## src/rtl/gray_window_pkg.sv

```systemverilog
// gray_window_pkg
// Shared types and constants for the 3x3 grayscale window sequencer and the
// kernel-stage debug logic.
//   state_t    : sequencer state encoding (IDLE, ARMED, FILL, RUN)
//   KERNEL_R   : kernel radius; the window centre sits this far behind the
//                newest pixel in both directions
//   BORDER     : first x/y of a newest pixel that completes a full window
//   CX_W/CY_W  : widths of the exported centre coordinates
//   coord_w()  : counter width needed to hold positions 0..n-1
package gray_window_pkg;

  typedef logic [1:0] state_t;

  localparam state_t IDLE  = 2'd0;
  localparam state_t ARMED = 2'd1;
  localparam state_t FILL  = 2'd2;
  localparam state_t RUN   = 2'd3;

  localparam int KERNEL_R = 1;
  localparam int BORDER   = 2;

  localparam int CX_W = 10;
  localparam int CY_W = 9;

  // Width of a counter that must reach n-1; never narrower than one bit.
  function automatic int coord_w(input int n);
    return (n <= 2) ? 1 : $clog2(n);
  endfunction

endpackage

```

## src/rtl/gray_pos_counter.sv

```systemverilog
// gray_pos_counter
// Raster x/y position counter for an IMG_W x IMG_H frame.
//   iCLK, iRST_N : clock, asynchronous active-low reset
//   en           : advance past the pixel presented this cycle
//   clr          : the pixel presented this cycle is (0,0) of a new frame
//   pos_x/pos_y  : position of the pixel presented this cycle (0,0 while clr)
//   x_last       : stored x is the last column
//   frame_last   : stored position is the last pixel of the frame
// The flags look at the stored position only, so a caller may derive clr
// from them without forming a combinational loop.
module gray_pos_counter
  import gray_window_pkg::*;
#(
  parameter int IMG_W = 640,
  parameter int IMG_H = 480,
  parameter int XW    = coord_w(IMG_W),
  parameter int YW    = coord_w(IMG_H)
) (
  input  logic          iCLK,
  input  logic          iRST_N,
  input  logic          en,
  input  logic          clr,
  output logic [XW-1:0] pos_x,
  output logic [YW-1:0] pos_y,
  output logic          x_last,
  output logic          frame_last
);

  logic [XW-1:0] x_q;
  logic [YW-1:0] y_q;
  logic          y_last;

  // Wrap flags come from the stored position; the presented position is
  // forced to the origin when the caller restarts the frame on this pixel.
  always_comb begin
    x_last     = (x_q == XW'(IMG_W - 1));
    y_last     = (y_q == YW'(IMG_H - 1));
    frame_last = x_last && y_last;
    pos_x      = clr ? '0 : x_q;
    pos_y      = clr ? '0 : y_q;
  end

  // The stored position is always the position the next accepted pixel will
  // take. A restart that also accepts its pixel lands on (1,0); the last
  // column wraps to the next line and the last pixel wraps to (0,0).
  always_ff @(posedge iCLK or negedge iRST_N) begin
    if (!iRST_N) begin
      x_q <= '0;
      y_q <= '0;
    end else if (clr) begin
      x_q <= en ? XW'(1) : '0;
      y_q <= '0;
    end else if (en) begin
      if (x_last) begin
        x_q <= '0;
        y_q <= y_last ? '0 : y_q + YW'(1);
      end else begin
        x_q <= x_q + XW'(1);
      end
    end
  end

endmodule

```

## src/rtl/gray_window_ctrl.sv

```systemverilog
// gray_window_ctrl
// Frame/line sequencer for the 3x3 grayscale window datapath. Arms on
// software enable, aligns to start-of-frame, counts accepted pixels into an
// x/y raster position, gates the window clock-enable and reports
// border-qualified window validity with the window centre coordinates.
//   iCLK, iRST_N : clock, asynchronous active-low reset
//   iEN          : arm request, acted on only at frame boundaries
//   iMODE        : requested filter mode, latched at frame start
//   iSOF, iDVAL  : start-of-frame marker (qualified by iDVAL), pixel valid
//   oWIN_CE      : combinational clock-enable to window/line buffers
//   oWIN_VALID   : registered, window holds no border pixels
//   oCX, oCY     : registered centre of the valid window
//   oMODE        : filter mode in force for the current frame
//   oSOF, oEOF   : registered pulses for first/last accepted pixel
//   oBUSY        : high while a frame is being consumed (FILL/RUN)
//   oRESYNC      : registered pulse when a new SOF aborts a frame
//   oFRAME_CNT   : count of completed frames, wraps
module gray_window_ctrl
  import gray_window_pkg::*;
#(
  parameter int IMG_W  = 640,
  parameter int IMG_H  = 480,
  parameter int MODE_W = 2
) (
  input  logic              iCLK,
  input  logic              iRST_N,
  input  logic              iEN,
  input  logic [MODE_W-1:0] iMODE,
  input  logic              iSOF,
  input  logic              iDVAL,
  output logic              oWIN_CE,
  output logic              oWIN_VALID,
  output logic [CX_W-1:0]   oCX,
  output logic [CY_W-1:0]   oCY,
  output logic [MODE_W-1:0] oMODE,
  output logic              oSOF,
  output logic              oEOF,
  output logic              oBUSY,
  output logic              oRESYNC,
  output logic [15:0]       oFRAME_CNT
);

  localparam int XW = coord_w(IMG_W);
  localparam int YW = coord_w(IMG_H);

  state_t        state;
  state_t        state_nxt;
  logic          busy;
  logic          sof_pix;
  logic          start;
  logic          eof_hit;
  logic          resync;
  logic          accept;
  logic          restart;
  logic          win_hit;
  logic [XW-1:0] pos_x;
  logic [YW-1:0] pos_y;
  logic          x_last;
  logic          frame_last;

  // Pixel qualification. A frame opens on an SOF pixel seen while armed and
  // still enabled. Inside a frame every valid pixel is accepted; an SOF there
  // aborts and restarts the frame, except on the final pixel where the
  // marker is ignored and the pixel simply closes the frame.
  always_comb begin
    busy    = (state == FILL) || (state == RUN);
    sof_pix = iDVAL && iSOF;
    start   = (state == ARMED) && iEN && sof_pix;
    eof_hit = (state == RUN) && iDVAL && frame_last;
    resync  = busy && sof_pix && !eof_hit;
    restart = start || resync;
    accept  = iDVAL && (busy || start);
    win_hit = accept && (pos_x >= XW'(BORDER)) && (pos_y >= YW'(BORDER));
  end

  gray_pos_counter #(
    .IMG_W (IMG_W),
    .IMG_H (IMG_H),
    .XW    (XW),
    .YW    (YW)
  ) u_pos (
    .iCLK       (iCLK),
    .iRST_N     (iRST_N),
    .en         (accept),
    .clr        (restart),
    .pos_x      (pos_x),
    .pos_y      (pos_y),
    .x_last     (x_last),
    .frame_last (frame_last)
  );

  // Next-state logic. FILL covers the first two lines, which only prime the
  // line buffers; RUN begins once the end of line 1 is accepted. The end of
  // frame goes straight back to ARMED or IDLE so back-to-back frames lose no
  // pixel, and dropping iEN mid-frame only takes effect at that point.
  always_comb begin
    state_nxt = state;
    case (state)
      IDLE: begin
        if (iEN) state_nxt = ARMED;
      end
      ARMED: begin
        if (!iEN)        state_nxt = IDLE;
        else if (sof_pix) state_nxt = FILL;
      end
      FILL: begin
        if (resync)
          state_nxt = FILL;
        else if (accept && x_last && (pos_y == YW'(BORDER - 1)))
          state_nxt = RUN;
      end
      RUN: begin
        if (resync)       state_nxt = FILL;
        else if (eof_hit) state_nxt = iEN ? ARMED : IDLE;
      end
      default: state_nxt = IDLE;
    endcase
  end

  // State register.
  always_ff @(posedge iCLK or negedge iRST_N) begin
    if (!iRST_N) state <= IDLE;
    else         state <= state_nxt;
  end

  // Registered outputs, aligned with the one-cycle window register
  // downstream. The centre lags the newest pixel by the kernel radius and
  // holds between valid windows. The mode is sampled only when a frame
  // (re)starts so mid-frame changes cannot disturb the kernel.
  always_ff @(posedge iCLK or negedge iRST_N) begin
    if (!iRST_N) begin
      oWIN_VALID <= 1'b0;
      oCX        <= '0;
      oCY        <= '0;
      oMODE      <= '0;
      oSOF       <= 1'b0;
      oEOF       <= 1'b0;
      oRESYNC    <= 1'b0;
      oFRAME_CNT <= '0;
    end else begin
      oWIN_VALID <= win_hit;
      oSOF       <= restart;
      oEOF       <= eof_hit;
      oRESYNC    <= resync;
      if (win_hit) begin
        oCX <= CX_W'(pos_x - XW'(KERNEL_R));
        oCY <= CY_W'(pos_y - YW'(KERNEL_R));
      end
      if (restart) oMODE <= iMODE;
      if (eof_hit) oFRAME_CNT <= oFRAME_CNT + 16'd1;
    end
  end

  assign oWIN_CE = accept;
  assign oBUSY   = busy;

endmodule
```

## config.mk

```make
export PLATFORM = sky130hd
export DESIGN_NAME = gray_window_ctrl
export DESIGN_NICKNAME = d
export VERILOG_FILES = /design/src/rtl/gray_window_pkg.sv /design/src/rtl/gray_pos_counter.sv /design/src/rtl/gray_window_ctrl.sv
export SDC_FILE = /design/constraint.sdc
export NUM_CORES = 1
export LEC_CHECK = 0
export ABC_CLOCK_PERIOD_IN_PS = 3850
export CAP_MARGIN = 20
export CORE_AREA = 2 2 70 105
export DETAILED_ROUTE_END_ITERATION = 8
export DIE_AREA = 0 0 72 107
export DONT_BUFFER_PORTS = 1
export GPL_TIMING_DRIVEN = 0
export PLACE_DENSITY = 0.68
export SKIP_CTS_REPAIR_TIMING = 1
export SLEW_MARGIN = 20
export SYNTH_ARGS = -nofsm -noshare
export SYNTH_HDL_FRONTEND = slang
export SYNTH_HIERARCHICAL = 1
export SYNTH_SLANG_ARGS = --single-unit
```

## constraint.sdc

```tcl
create_clock -name iCLK -period 3.85 [get_ports iCLK]
set_input_delay 0.385 -clock iCLK [delete_from_list [all_inputs] [get_ports iCLK]]
set_output_delay 0.385 -clock iCLK [all_outputs]
set_load 0.05 [all_outputs]
```

==> impl_metrics.toml <==
[sta]
hold_slack_ns = 0.1910
fin_crit_sh_pct = 98.46
finalWorstSetupSlack_ns = 0.05938
slew-limit-headroom_pct = 49.40
worst_pin_slew_ns = 0.7545
fin_skew_ns = 0.007482
fmax_mhz = 263.8
drv_slew = 0
tns_ns = 0
period_minus_slack_ns = 3.791
hold_viol = 0
setup_viol_count_final = 0

[route]
drc = 0
ant_nets = 0
first_pass_iters = 4
totalWireLength_mm = 6.992
vias_per_cell = 5.712
wl_per_cell_um = 16.65
drtIter0Drc = 101
vias = 2399

[hold_path]
min_to = "oMODE[0]"
hold_depth = 1
timing.hold.worst.start = "iMODE[0]"
hold_class = "primary input to register"

[placement]
io_buffers = 0
dp_cells = 393
finalWeightedCongestion = 0.8076
dp_slack_ns = -0.6952
hpwl_mm = 4.858

[global_route]
grt_max_degree = 63
grt.total_usage_pct = 19.16
antenna_found_initial = 0
grt_first_pass_wirelength_mm = 11.38
grt_pass1_vias = 2404
grt_overflow = 0

[power]
power_leakage_uw = 0.001779
power_frac_comb_pct = 22.6
intPower_uw = 1081
seq_power_share_pct = 46.6
p_total_uw = 1618
vdd_drop_max_mv = 0.1955
power_switching_uw = 536.4
switching_share_pct = 33.16
p_per_area_mw_per_mm2 = 426.1
pwr-share-clk_pct = 30.8

[clock_tree]
worstSkewPairLatency_ns = 0.34
cts-root-buf = "clkbuf_8"
cts_buffer_depth = 2
cts_made_buffers = 9
path_clk_slew_ns = 0.07
htree_levels = 3
cts.sinks = 62
cts_tree = "done"

[setup_path]
rr_startpoint = "u_pos/y_q[0]"
end_kind = "register"
reg2reg_to = "oCY[8]"
crit_path_start = "u_pos/y_q[0]"
start_kind = "register"
r2r_cells = 14
criticalPathCategory = "register to register"
crit_fanout = 10
required_ns = 4.08
cp_data_arrival_time_ns = 4.02
rrSetupSlack_ns = 0.06

[synthesis]
ys_types = 44
ys_seq_area_share_pct = 46.72
synth_top_flop_cell = "dfrtp_1"
syn-instance-count = 314
ys_seq_elements = 62
avgSynthCellArea_sq_um = 10.58
syn-cell-area_sq_mm = 0.003321
syn_nets = 329
ys_async_sr_fraction_pct = 100.0
synth_edf_count = 0
ys_warn_count = 6

[die]
core_area_sq_mm = 0.006805
die_w_um = 72
row_count = 37
die_h_um = 107
dieArea_sq_mm = 0.007704
initial_core_util_pct = 48.80
io_pins = 50

[final_layout]
drive_gt1_share_pct = 19.01
final_common_cell = "dfrtp_1"
final_cell_mix = "dfrtp_1 (62), xnor2_1 (24), nand2_1 (22), nand3_1 (18), nor2b_1 (18)"
insertedDiodeCount = 0
syn2layout_area_growth_pct = 14.32
final_cells = 420
final_nets = 352

[flow_run]
maxCapViolations = 0

[run_status]
status = "complete, no violations"
[critical path, stage by stage, from the launching register on]
cell,delay (ns)
dfrtp_1,0.42
ha_2,0.23
and4_4,0.22
nand4_1,0.24
nor2_4,0.09
a311oi_4,0.42
buf_6,0.18
buf_6,0.15
buf_8,0.11
nor2_2,0.06
or4_4,0.43
or4_4,0.50
o311a_4,0.16
buf_8,0.16
mux2_4,0.30
[flip-flops by register name, summed over array words and instances (netlist names)]
name,count
oMODE,2
oWIN_VALID,1
oSOF,1
oRESYNC,1
u_pos/x_q,10
oEOF,1
oFRAME_CNT,16
u_pos/y_q,9
oCX,10
state,2
oCY,9
[layout make-up]
type	count	area [sq um]
Inverter	15	56.30
Clock buffer	12	145.1
Tap cell	78	97.59
Sequential cell	62	1551
Buffer	11	108.9
Clock inverter	4	22.52
Fill cell	574	3009
Timing Repair Buffer	12	116.4
Multi-Input combinational cell	226	1698
[worst max-delay path by stage]
stage                        end  cells past startpoint
after floorplan           oCX[0]                     14
after global placement    oCX[7]                     14
after detailed placement  oCY[8]                     14
after CTS                 oCY[8]                     14
after global routing      oCY[4]                     13
final                     oCY[8]                     14
[synth_stat cells (all sizes together) (3+ instances only)]
master	number	share of area, %
nor2b	19	3.6
xnor2	24	6.3
nand4	15	3.0
mux2i	3	0.90
ha	8	3.0
dfrtp	62	47
mux2	19	8.4
clkbuf	6	0.68
and3	5	0.94
nor3	14	2.1
buf	5	1.4
nor4	7	1.3
a21o	4	0.90
inv	15	1.7
nand3	19	3.0
o21ai	4	0.60
nor2	16	1.8
or4	6	1.5
nand2	22	2.5
xor2	14	3.7
a21oi	6	0.90
[metrics by stage]
| step | instance area, sq um | utilization [%] |
|---|---|---|
| after floorplan | 3334 | - |
| final | 3796 | 55.78 |
| after detailed placement | 3447 | 50.65 |
| after global placement | 3432 | 50.43 |
| after CTS | 3615 | 53.12 |
| after global routing | 3796 | 55.78 |
[logic make-up (layout without fill, tap and decap cells)]
logic type	Yosys count	after routing	synth area share, %
XOR/XNOR	38	38	10.02
AO/OA/AOI/OAI	26	26	5.351
multiplexers	22	22	9.269
adder cells (fa/ha/maj)	8	8	3.014
flip-flops	62	62	46.72
buffers and inverters	26	54	3.730
AND/OR/NAND/NOR	132	132	21.89
[routing by layer]
metal  up-vias  wire length, um  track usage, %
met2        66             3563           32.08
met1      1157             2720           20.53
met5         -                0               0
met4         0              276           10.92
met3        23              432           6.861
li1       1153                -               -
[power by group through the flow]
stage	combinational [uW]	sequential [uW]	clock [uW]
6_report	366	754	498
5_1_grt	409	759	539
4_1_cts	312	755	507
3_5_place_dp	311	767	0
3_3_place_gp	298	766	0
2_1_floorplan	251	760	0
(Power assumes the default switching activity.)
==> RTL edit (same flow settings) <==
`MODE_W`: 2 -> 3.
--- a/src/rtl/gray_window_ctrl.sv
+++ b/src/rtl/gray_window_ctrl.sv
@@ -20,7 +20,7 @@
 #(
   parameter int IMG_W  = 640,
   parameter int IMG_H  = 480,
-  parameter int MODE_W = 2
+  parameter int MODE_W = 3
 ) (
   input  logic              iCLK,
   input  logic              iRST_N,
Ports: changed (resized iMODE and oMODE); port bits go from 50 to 52. The function was not compared with the original's and may differ.
==> RTL edit against the unedited design <==
Cell area is 3.8% higher. Wire length increased by 1.6%. Non-clock buffer count increased by 2. Global-route usage hardly changed. Critical endpoint is now oCX[7]. Via count up 0.25%. Worst hold slack got worse by 0.063 ns. Synthesized area rose by 2.9%. Largest power group unchanged. Sequential cell count rose by 1. Total power up 13%. Worst setup slack gained 0.026 ns.
==> RTL edit: results (changes against the unedited design) <==
Pwr
  – VDD IR-drop max: 0.000201 V (+2.9%)
  – Leakage: 0.00187 µW (+5.0%)
  – P_sw: 576 µW (+7.3%)

GRT
  – Pin count of the biggest net entering global routing: 64 (+1.6%)
  – Global-route usage over all layers: 19.1% (about the same)
  – First-pass GRT wire length: 11200 µm (-1.4%)

Routing
  – Via count: 2405 (+0.25%)
  – DRT iter0 DRCs: 95 (-5.9%)
  – Vias per cell: 5.65 (-1.2%)

Synth
  – Adder-Cell Fraction of Synth Area: 2.93% (-0.086 points)
  – Largest cells by area after synthesis: dfrtp_1 46%, mux2_4 7.9%, xor2_1 5.9%
  – Mux cell area share after synthesis: 9.81% (+0.54 points)

Worst setup path
  – WP data arrival: 3.99 ns (-0.03 ns)
  – R2R Setup Slk: 0.09 ns (+0.03 ns)
  – Worst r2r dst: oCX[7]
  – Critical path's slowest cell: dfrtp_1

Cells and area
  – Register share of the cell area: 40.0% (-0.86 points)
  – Comb_multi_in: 232 (+2.7%)
  – Fraction of area in non-clock buffers: 5.53% (-0.41 points)
  – Bufs w/o clock: 25 (+8.7%)

Timing
  – Post-layout worst setup margin: 0.0854 ns (+0.0260 ns)
  – Least-Margin Pin Slew: 0.884 ns (+0.129 ns)
  – Fin Clk Skew: 0.00356 ns (-0.00393 ns)

Status
  – Status: finished clean

Placed design
  – Final HPWL DP: 4910 µm (+1.1%)
==> RTL edit: how the worst max path moves through the flow <==
stage,to
3_5_place_dp,oCX[7]
6_report,oCX[7]
3_3_place_gp,oCY[6]
2_1_floorplan,oCX[8]
4_1_cts,oCX[7]
5_1_grt,oCX[7]
==> RTL edit: metrics by stage <==
step | TNS, ns | total power [µW]
after global routing | -1.48 | 1920
after floorplan | 0 | 1100
after detailed placement | -16.62 | 1160
final | 0 | 1820
after global placement | -14.79 | 1150
after CTS | -16.93 | 1770
==> RTL edit: metal layers <==
layer	vias up	track usage (%)
li1	1169	-
met1	1172	20.3
met4	0	7.68
met2	55	33.6
met5	-	0
met3	9	7.24
==> RTL edit: power by group through the flow <==
stage | combinational, µW | clock [µW] | sequential [µW]
global placement | 333 | 0 | 819
floorplan | 287 | 0 | 809
global route | 452 | 656 | 815
detailed placement | 341 | 0 | 820
CTS | 344 | 622 | 807
finish | 408 | 603 | 810
